**config.mk**
```make
export PLATFORM = sky130hd
export DESIGN_NAME = ppu_scroll_regs
export DESIGN_NICKNAME = d
export VERILOG_FILES = /design/src/rtl/ppu_scroll_regs.sv
export SDC_FILE = /design/constraint.sdc
export NUM_CORES = 1
export LEC_CHECK = 0
export CAP_MARGIN = 10
export CORE_ASPECT_RATIO = 0.7
export CORE_UTILIZATION = 45
export DETAILED_ROUTE_END_ITERATION = 12
export PLACE_DENSITY = 0.77
export SLEW_MARGIN = 40
export SYNTH_ARGS = -nofsm -noshare
export SYNTH_HDL_FRONTEND = slang
export SYNTH_SLANG_ARGS = --single-unit
```
**constraint.sdc**
```tcl
create_clock -name PCLK -period 2.5 [get_ports PCLK]
set_clock_uncertainty 0.05 [all_clocks]
set_input_delay 0.625 -clock PCLK [delete_from_list [all_inputs] [get_ports PCLK]]
set_output_delay 0.625 -clock PCLK [all_outputs]
set_load 0.02 [all_outputs]
```
**src/rtl/ppu_scroll_regs.sv**
```systemverilog
// PPU scroll / VRAM address state (T, V, fine X) fed by decoded register strobes.
// Register writes commit on strobe release; V also takes render-time increments and copies.
module ppu_scroll_regs #(
    parameter int         GLITCH_INC = 1,
    parameter logic [4:0] VWRAP_ROW  = 5'd29
) (
    input  logic        PCLK,
    input  logic        RC,
    input  logic [7:0]  CPU_DB,
    input  logic        n_W0,
    input  logic        n_W5_1,
    input  logic        n_W5_2,
    input  logic        n_W6_1,
    input  logic        n_W6_2,
    input  logic        n_R7,
    input  logic        n_W7,
    input  logic        I_1_32,
    input  logic        RENDER,
    input  logic        H_INC,
    input  logic        V_INC,
    input  logic        H_COPY,
    input  logic        V_COPY,
    output logic [14:0] V,
    output logic [14:0] T,
    output logic [2:0]  FH,
    output logic [13:0] PAD
);

    localparam logic GLITCH_EN = (GLITCH_INC != 0);

    logic [14:0] r_t;
    logic [14:0] r_v;
    logic [2:0]  r_fh;
    logic [7:0]  r_hold;
    logic [6:0]  r_hist;
    logic [6:0]  r_blk;
    logic        r_first;

    logic [6:0]  w_strb;
    logic [6:0]  w_rel;
    logic [6:0]  w_blk_nxt;
    logic        w_wr_low;
    logic [14:0] w_t_w0;
    logic [14:0] w_t_w51;
    logic [14:0] w_t_w52;
    logic [14:0] w_t_w61;
    logic [14:0] w_t_nxt;
    logic [2:0]  w_fh_nxt;
    logic        w_acc;
    logic        w_lin;
    logic        w_do_h;
    logic        w_do_v;
    logic [14:0] w_v_sum;
    logic [14:0] w_v_h;
    logic [14:0] w_v_v;
    logic [14:0] w_v_nxt;

    // Coarse X increment with horizontal nametable toggle on wrap.
    function automatic logic [14:0] f_h_inc(input logic [14:0] v);
        logic [14:0] res;
        res = v;
        if (v[4:0] == 5'd31) begin
            res[4:0] = 5'd0;
            res[10]  = ~v[10];
        end else begin
            res[4:0] = v[4:0] + 5'd1;
        end
        return res;
    endfunction

    // Fine Y increment; on fine Y overflow step coarse Y, wrapping at the last visible row.
    function automatic logic [14:0] f_v_inc(input logic [14:0] v);
        logic [14:0] res;
        res = v;
        if (v[14:12] != 3'd7) begin
            res[14:12] = v[14:12] + 3'd1;
        end else begin
            res[14:12] = 3'd0;
            if (v[9:5] == VWRAP_ROW) begin
                res[9:5] = 5'd0;
                res[11]  = ~v[11];
            end else if (v[9:5] == 5'd31) begin
                res[9:5] = 5'd0;
            end else begin
                res[9:5] = v[9:5] + 5'd1;
            end
        end
        return res;
    endfunction

    // Bit order: W0, W5_1, W5_2, W6_1, W6_2, R7, W7.
    assign w_strb   = {n_W7, n_R7, n_W6_2, n_W6_1, n_W5_2, n_W5_1, n_W0};
    assign w_wr_low = ~(&{n_W0, n_W5_1, n_W5_2, n_W6_1, n_W6_2, n_W7});

    // A strobe already low on the first edge after reset belongs to an aborted access.
    assign w_blk_nxt = r_first ? ~w_strb : (r_blk & ~w_strb);
    assign w_rel     = ~r_hist & w_strb & ~r_blk;

    // Write commits chained in fixed order so later writes win on shared bits.
    assign w_t_w0   = w_rel[0] ? {r_t[14:12], r_hold[1:0], r_t[9:0]} : r_t;
    assign w_t_w51  = w_rel[1] ? {w_t_w0[14:5], r_hold[7:3]} : w_t_w0;
    assign w_t_w52  = w_rel[2] ? {r_hold[2:0], w_t_w51[11:10], r_hold[7:3], w_t_w51[4:0]} : w_t_w51;
    assign w_t_w61  = w_rel[3] ? {1'b0, r_hold[5:0], w_t_w52[7:0]} : w_t_w52;
    assign w_t_nxt  = w_rel[4] ? {w_t_w61[14:8], r_hold} : w_t_w61;
    assign w_fh_nxt = w_rel[1] ? r_hold[2:0] : r_fh;

    assign w_acc   = w_rel[5] | w_rel[6];
    assign w_lin   = w_acc & (~RENDER | ~GLITCH_EN);
    assign w_do_h  = H_INC | (w_acc & RENDER & GLITCH_EN);
    assign w_do_v  = V_INC | (w_acc & RENDER & GLITCH_EN);
    assign w_v_sum = r_v + (I_1_32 ? 15'd32 : 15'd1);
    assign w_v_h   = f_h_inc(r_v);
    assign w_v_v   = f_v_inc(r_v);

    // Next V: horizontal {V[10],V[4:0]} and vertical {V[14:11],V[9:5]} fields resolve independently.
    always_comb begin
        w_v_nxt = r_v;
        if (w_rel[4]) begin
            w_v_nxt = {w_t_nxt[14:8], r_hold};
        end else begin
            if (H_COPY) begin
                {w_v_nxt[10], w_v_nxt[4:0]} = {r_t[10], r_t[4:0]};
            end else if (w_lin) begin
                {w_v_nxt[10], w_v_nxt[4:0]} = {w_v_sum[10], w_v_sum[4:0]};
            end else if (w_do_h) begin
                {w_v_nxt[10], w_v_nxt[4:0]} = {w_v_h[10], w_v_h[4:0]};
            end else begin
                {w_v_nxt[10], w_v_nxt[4:0]} = {r_v[10], r_v[4:0]};
            end

            if (V_COPY) begin
                {w_v_nxt[14:11], w_v_nxt[9:5]} = {r_t[14:11], r_t[9:5]};
            end else if (w_lin) begin
                {w_v_nxt[14:11], w_v_nxt[9:5]} = {w_v_sum[14:11], w_v_sum[9:5]};
            end else if (w_do_v) begin
                {w_v_nxt[14:11], w_v_nxt[9:5]} = {w_v_v[14:11], w_v_v[9:5]};
            end else begin
                {w_v_nxt[14:11], w_v_nxt[9:5]} = {r_v[14:11], r_v[9:5]};
            end
        end
    end

    // State registers: strobe history, data capture and address registers.
    always_ff @(posedge PCLK or posedge RC) begin
        if (RC) begin
            r_t     <= 15'h0000;
            r_v     <= 15'h0000;
            r_fh    <= 3'd0;
            r_hold  <= 8'h00;
            r_hist  <= 7'h7F;
            r_blk   <= 7'h7F;
            r_first <= 1'b1;
        end else begin
            r_hist  <= w_strb;
            r_blk   <= w_blk_nxt;
            r_first <= 1'b0;
            if (w_wr_low) begin
                r_hold <= CPU_DB;
            end else begin
                r_hold <= r_hold;
            end
            r_t  <= w_t_nxt;
            r_v  <= w_v_nxt;
            r_fh <= w_fh_nxt;
        end
    end

    assign V   = r_v;
    assign T   = r_t;
    assign FH  = r_fh;
    assign PAD = r_v[13:0];

endmodule

```
Word level (Yosys, flattened, before mapping)
Index checks and enable logic that the tools add are counted.
{"block": "word_totals", "elab_cells": 70, "register_bits": 56}
{"block": "op_classes", "reduce_logical": 8, "eq_ne": 5, "muxes": 28, "n_bitwise": 14, "addsub": 4}
{"cell": "2-to-1 mux 5 bit", "count": 11}
{"cell": "2-to-1 mux 15 bit", "count": 3}
{"cell": "AND 7 bit", "count": 3}
{"cell": "NOT 7 bit", "count": 3}
{"cell": "nonzero test 4 bit", "count": 4}
{"cell": "adder 15 x 6 -> 15 bit", "count": 1}
{"cell": "== test 5 bit, second input constant", "count": 3}
{"cell": "2-to-1 mux 12 bit", "count": 1}
{"cell": "2-to-1 mux 4 bit", "count": 3}
{"cell": "adder 5 x 1 -> 5 bit, second input constant", "count": 2}
{"cell": "2-to-1 mux 8 bit", "count": 1}
{"cell": "2-to-1 mux 7 bit", "count": 1}
{"cell": "2-to-1 mux 1 bit", "count": 6}
{"cell": "2-to-1 mux 6 bit", "count": 1}
{"cell": "AND reduction 6 bit", "count": 1}
{"cell": "inequality test 4 bit, second input constant", "count": 1}
{"cell": "AND reduction 2 bit", "count": 2}
{"cell": "adder 3 x 1 -> 3 bit, second input constant", "count": 1}
{"cell": "2-to-1 mux 3 bit", "count": 1}
{"cell": "inequality test 3 bit, second input constant", "count": 1}
{"cell": "NOT 1 bit", "count": 3}
{"cell": "bitwise OR 1 bit", "count": 3}
{"cell": "AND reduction 3 bit", "count": 1}
{"cell": "AND 1 bit", "count": 2}

Logic depth before layout (Yosys ltp)
Gate-level depths: netlist of run 1.
{"block": "depth", "ltp_word": 10, "depth_mapped": 8, "ltp_nobuf": 8}

Least setup slack after synthesis of run 1
Ideal clock, no wire load.
{"block": "synth_path", "path_kind": "input -> register", "startpoint": "in I_1_32", "endpoint": "reg r_v[14] (netlist: V[14])", "path_stages": 8, "setup_time_ps": 133, "required_ps": 2317, "arrival_ps": 2177, "path_slack_ps": 141, "path_cell_list": "inv_1 > ha_1 > ha_1 > and3_1 > a31oi_2 > nor3b_1 > a2111oi_4 > a211oi_2"}
{"block": "synth_via", "elab_chain_len": 5}
{"element": "start: declaration", "line": "17", "source": "input logic I_1_32,"}
{"element": "2-to-1 mux 6 bit", "line": "111", "source": "assign w_v_sum = r_v + (I_1_32 ? 15'd32 : 15'd1);"}
{"element": "adder 15 x 6 -> 15 bit", "line": "111"}
{"element": "2-to-1 mux 4 bit", "line": "133", "source": "end else if (w_lin) begin"}
{"element": "2-to-1 mux 4 bit", "line": "131", "source": "if (V_COPY) begin"}
{"element": "2-to-1 mux 15 bit", "line": "118", "source": "if (w_rel[4]) begin"}
{"element": "end signal: assignment", "line": "163", "source": "r_v <= w_v_nxt;"}
{"element": "end: declaration", "line": "32", "source": "logic [14:0] r_v;"}
Every way passes these cells.
A chain may end at the register's enable or synchronous reset.

Final worst setup path of run 1
Same ends and word-level chain as after synthesis.

==> out/qor.yml, run 1 <==
outcome:
  status: "finished clean"
clock_network:
  cts_sinks: 56
  htree_levels: 2
  postCtsHoldBufs: 0
  max-clock-path-buffers: 2
  cts_made_buffers: 5
  cts_tree: "yes"
  clk_latency_ps: 310
  clockRootBuffer: "clkbuf_8"
  clkTransAtPathRegs_ps: 100
synthesis:
  synth.net_count: 372
  synth_edf_count: 0
  yosysWarnings: 0
  synthCells: 339
  seq_area_frac_synth_pct: 40.95
  asyncSetResetFlopFracSynth_pct: 100.0
  yosys.area.top_type: "dfrtp_1"
  synthMostInstantiatedCell: "dfrtp_1"
  synth.area.top_cells: "dfrtp_1, dfstp_2, mux2_2"
  synth_flop_cell: "dfrtp_1"
  synthesis.area_um2: 3468
  ys_types: 71
  netlist_top_cells_count: "dfrtp_1, nor2_1, nand2_1, buf_4, dfstp_2"
  synth_top_cell_area_share_pct: 29.58
  syn_area_per_cell_um2: 10.23
  ys_ff_latch: 56
die:
  dieArea_um2: 8068
  core_um2: 7385
  initial_utilization_pct: 46.97
  rows: 26
  die_w_um: 106.9
  io_pins: 70
  die_h_um: 75.45
worst_setup_path:
  path_cells: "clkdlybuf4s50_1, inv_1, ha_1, ha_1, and3_4, a31oi_2, buf_6, nor3b_1, a2111oi_4, a211oi_2"
  crit_required_ps: 2680
  slowest_stage: "clkdlybuf4s50_1"
  crit_path_frequent_cell: "ha_1"
  cp-end-kind: "flip-flop"
  cp_max_fo: 6
  path_buf_inv: 3
  crit_family: "buffers and inverters"
  criticalPathCategory: "in -> reg"
  slowest_delay_ps: 420
  cp-start-kind: "primary input"
  arrival_ps: 2620
detailed_routing:
  vias_per_cell: 5.789
  drt-total-wl_um: 9478
  wl_met3_um: 780
  dr.max_layer_used: "met4"
  first_iter_violations: 238
  wl_met1_um: 4203
  drc: 0
  met2_length_um: 4399
  vias: 3051
  wire_per_inst_um: 17.98
  dr.pass1.iters: 7
  drtAntennaViolNets: 0
cells_and_area:
  n_antenna_cell: 0
  synthToLayoutAreaGrowth_pct: 31.13
  fill_cells: 648
  drive_gt1_share_pct: 24.24
  final_net_count: 461
  instances_no_fill: 527
power_and_ir_drop:
  power_mw: 3.198
  pwr-share-seq_pct: 40.4
  switching_power_mw: 1.226
  combPwrFrac_pct: 43.8
  internal_power_mw: 1.972
  power.share.switching_pct: 38.35
  pwr-share-clk_pct: 15.8
  power_density_nw_per_um2: 703.1
  leakage_nw: 1.838
  worst_ir_drop_vdd_uv: 389.4
sta:
  period_share_pct: 97.40
  finalSetupViolCount: 0
  finalMaxSlewViolations: 0
  slew_headroom_pct: 64.25
  fin_crit_ps: 2435
  max_slew.worst_pin.slew_ps: 535.4
  hold_viol: 0
  max_freq_mhz: 410.7
grt:
  grt_usage_pct: 24.90
  grt_start_max_net_pins: 26
  grt_pass1_vias: 2959
  grt_antenna_before_repair: 0
  globalRouteOverflowTotal: 0
  grt_pass1_wl_um: 15280
job:
  drv_cap: 0
placed_design:
  portBuffers: 69
  hpwl_um: 7123
  place_congestion: 0.9642
  numPlacedInstances: 519
worst_hold_path:
  hp-class: "reg -> reg"
-- power groups by stage --
stage	registers [mW]	logic, mW	clock network, mW
after global placement	1.29	1.34	0
after detailed placement	1.30	1.37	0
after CTS	1.28	1.38	0.519
after global routing	1.32	1.50	0.559
after floorplan	1.37	0.742	0
final	1.29	1.40	0.505
-- flip-flops by register name, summed over array words and instances, names as in the netlist --
signal / count
FH: 3
T: 15
V: 15
r_blk: 7
r_first: 1
r_hist: 7
r_hold: 8
-- path summary, 6_finish.rpt --
kind / slack [ps] / start / cells after the start / end
worst min-delay path: 470 / r_blk[2]$_DFF_PP1_ / 2 / r_blk[2]$_DFF_PP1_
max in group asynchronous: 1170 / RC / 3 / r_blk[2]$_DFF_PP1_
min in group asynchronous: 620 / RC / 2 / V[3]$_DFFE_PP0P_
worst max-delay path: 70 / I_1_32 / 10 / V[14]$_DFFE_PP0P_
worst min register to register: 470 / r_blk[2]$_DFF_PP1_ / 2 / r_blk[2]$_DFF_PP1_
worst max register to register: 290 / V[0]$_DFFE_PP0P_ / 8 / V[14]$_DFFE_PP0P_
-- metrics by stage --
step	setup slack (ps)	setup TNS (ps)	instance area [um^2]	hold WS (ps)	util (%)
floorplan	140.6	0	3468	424.0	-
global placement	-265.6	-1429	4428	440.6	59.96
detailed placement	-327.1	-1838	4428	445.8	59.96
CTS	3.759	0	4516	464.0	61.15
global route	-18.84	-27.02	4548	494.5	61.59
finish	65.07	0	4548	467.2	61.59
-- kinds of logic (layout without fill, tap and decap cells) --
kind of cell / count (synthesis) / count (layout) / synth area share (%)
other: 1 / 1 / 0.1081
AND/OR/NAND/NOR: 120 / 120 / 19.73
buffers and inverters: 36 / 126 / 6.601
adder cells (fa/ha/maj): 10 / 10 / 3.608
AO/OA/AOI/OAI: 82 / 82 / 18.90
flip-flops: 56 / 56 / 40.95
multiplexers: 28 / 28 / 8.586
XOR/XNOR: 6 / 6 / 1.515
-- layout make-up --
class                           count  area [um^2]  share of cell area, %
Inverter                            8        30.03                 0.6602
Multi-Input combinational cell    247         1848                  40.63
Sequential cell                    56         1420                  31.22
Tap cell                           98        122.6                  2.696
Timing Repair Buffer              110         1040                  22.86
Clock inverter                      2        15.01                 0.3301
Clock buffer                        6        72.57                  1.596
-- metal layers --
layer  vias up  track usage [%]
met5         -                0
met3        18            3.935
met2       163            42.44
li1       1408                -
met4         0            5.479
met1      1462            34.11
-- repair_timing --
item,4_1_cts,5_1_grt
resized for setup,0,5
setup endpoints to repair,0,4
buffers inserted,0,0
-- placed cells by master, fill, tap and decap left out, types with 6 or more instances in the layout --
cell and instances:
a21oi_1 11, buf_4 37, clkdlybuf4s50_1 69, dfrtp_1 41, dfstp_2 15, ha_1 10, inv_1 7, mux2_2 14
mux2i_1 14, nand2_1 23, nand2b_1 6, nor2_1 36, nor3_1 9, o211ai_1 7, o21ai_0 10, o21ai_1 8
-- tightest hold or removal path, delay by kind of cell, from the launching register on --
| kind | cells | cell delay (ps) |
|---|---|---|
| simple gates | 2 | 140 |
| flops | 1 | 390 |
Power figures use the tool's default switching activity.
==> inputs of run 2 (changes only) <==
- PLACE_DENSITY: 0.77 -> 0.74
- SETUP_SLACK_MARGIN: default -> 0.4
==> run 2 against run 1 <==
Via count increased by 0.49%. Final area increased by 3.9%. Register-to-register slack improved by 210 ps. First-iteration DRC count decreased by 31%. Sequential share of layout area decreased by 0.95 points. Flip-flop and latch count unchanged. Combinational power about the same. Setup slack improved by 360 ps. Sequential power about the same. Count of clock-buffer cells in the layout decreased by 1. Wire length increased by 1.3%. Largest power group unchanged.
==> out/qor.yml, run 2 (synthesis gave the netlist of run 1 again) <==
grt:
  globalRouteOverflowTotal: 0
  grt_pass1_vias: 2919
  grt_pass1_wl_um: 14860
  grt_start_max_net_pins: 39
  grt_usage_pct: 23.90
  grt_antenna_before_repair: 0
cells_and_area:
  final_core_util_pct: 63.98
  final_common_cell: "buf_4"
  drive_gt1_share_pct: 31.81
  n_antenna_cell: 0
  synthToLayoutAreaGrowth_pct: 36.22
  final_net_count: 469
  final_cell_mix: "buf_4, clkdlybuf4s50_1, dfrtp_1, nor2_1, nand2_1"
worst_setup_path:
  path_cells: "clkdlybuf4s50_1"
  cp-end-kind: "output port"
  cp_max_fo: 3
  path_buf_inv: 1
  arrival_ps: 1400
  slowest_stage: "clkdlybuf4s50_1"
  criticalPathCategory: "reg -> out"
  slowest_delay_ps: 640
  rr_startpoint: "V[5]$_DFFE_PP0P_"
  r2r_cells: 6
  crit_required_ps: 1820
  r2r_slack_ps: 500
  cp-start-kind: "flip-flop"
  rr_endpoint: "V[13]$_DFFE_PP0P_"
  crit_family: "buffers and inverters"
detailed_routing:
  drtAntennaViolNets: 0
  vias_per_cell: 5.731
  dr.pass1.iters: 5
  first_iter_violations: 165
  drt-total-wl_um: 9602
  drc: 0
  vias: 3066
  wire_per_inst_um: 17.95
placed_design:
  portBuffers: 69
  place_congestion: 0.8816
  hpwl_um: 7141
die:
  rows: 26
  die_h_um: 75.45
  core_um2: 7385
  dieArea_um2: 8068
  die_w_um: 106.9
  initial_utilization_pct: 46.97
  io_pins: 70
clock_network:
  clkTransAtPathRegs_ps: 110
  htree_levels: 2
  postCtsHoldBufs: 0
  clk_latency_ps: 310
  cts_tree: "yes"
  cts_sinks: 56
  max-clock-path-buffers: 2
  clockRootBuffer: "clkbuf_8"
  cts_made_buffers: 5
sta:
  setup_tns_ps: 0
  finalMaxSlewViolations: 0
  finalSetupViolCount: 0
  fin_crit_ps: 2072
  max_freq_mhz: 482.7
  hold_viol: 0
  period_share_pct: 82.86
  rsz0062_at_grt: "yes"
power_and_ir_drop:
  leakage_nw: 2.039
  power_density_nw_per_um2: 680.5
  worst_ir_drop_vdd_uv: 379.8
job:
  drv_cap: 0
worst_hold_path:
  hp-class: "reg -> reg"
  hold_end: "r_blk[2]$_DFF_PP1_"
  hold-path-cell-count: 2
  hp-start: "r_blk[2]$_DFF_PP1_"
outcome:
  status: "finished clean"
## run 2: changes by cell type in the layout (fill, tap and decap cells not counted), sizes merged
cell / change
clkdlybuf4s50: -33
dlygate4sd2: +19
buf: +8
dlymetal6s2s: +13
inv: +1
## run 2: what timing repair did
| item | 4_1_cts | 5_1_grt |
|---|---|---|
| gates cloned | 0 | 0 |
| setup buffers | 4 | 2 |
| pin swaps | 9 | 9 |
| resized for setup | 35 | 29 |
| setup endpoints to repair | 38 | 23 |
## run 2: through the flow
| step | instances | setup WS (ps) | instance area [um^2] | hold slack (ps) | power, mW |
|---|---|---|---|---|---|
| final | 535 | 428.4 | 4725 | 468.6 | 3.215 |
| after global routing | 535 | 388.3 | 4725 | 491.2 | 3.386 |
| after CTS | 533 | 399.5 | 4611 | 460.5 | 3.191 |
| after detailed placement | 521 | -215.7 | 4468 | 443.4 | 2.686 |
| after global placement | 521 | -140.7 | 4468 | 440.7 | 2.656 |
| after floorplan | 339 | 464.8 | 3506 | 424.0 | 2.128 |
## run 2: routing by layer
| metal | up-vias | wire length, um | GRT usage [%] |
|---|---|---|---|
| met5 | - | 0 | 0 |
| met4 | 0 | 95 | 3.349 |
| met3 | 14 | 726 | 4.277 |
| met2 | 132 | 4335 | 40.00 |
| met1 | 1493 | 4445 | 33.64 |
| li1 | 1427 | - | - |
## run 2: worst max-delay path by stage
stage                              endpoint            start  slack [ps]  cells past startpoint
after detailed placement   V[6]$_DFFE_PP0P_           I_1_32        -220                      9
after global placement     V[6]$_DFFE_PP0P_           I_1_32        -140                      9
after global routing       V[7]$_DFFE_PP0P_           n_W6_2         390                      7
after floorplan           V[14]$_DFFE_PP0P_           I_1_32         460                      8
final                                 T[13]  T[13]$_DFF_PP0_         430                      1
after CTS                  V[9]$_DFFE_PP0P_           n_W5_2         400                      8
## run 2: layout make-up
type                            count  area (um^2)
Fill cell                         610         2660
Clock buffer                        5        68.82
Sequential cell                    56         1430
Clock inverter                      3        20.02
Multi-Input combinational cell    247         1942
Inverter                            8        30.03
Tap cell                           98        122.6
Timing Repair Buffer              118         1111
## run 2: power by group
| part | switching [mW] | total, mW | internal [mW] |
|---|---|---|---|
| registers | 0.244 | 1.31 | 1.06 |
| clock network | 0.320 | 0.521 | 0.201 |
| logic | 0.697 | 1.39 | 0.688 |
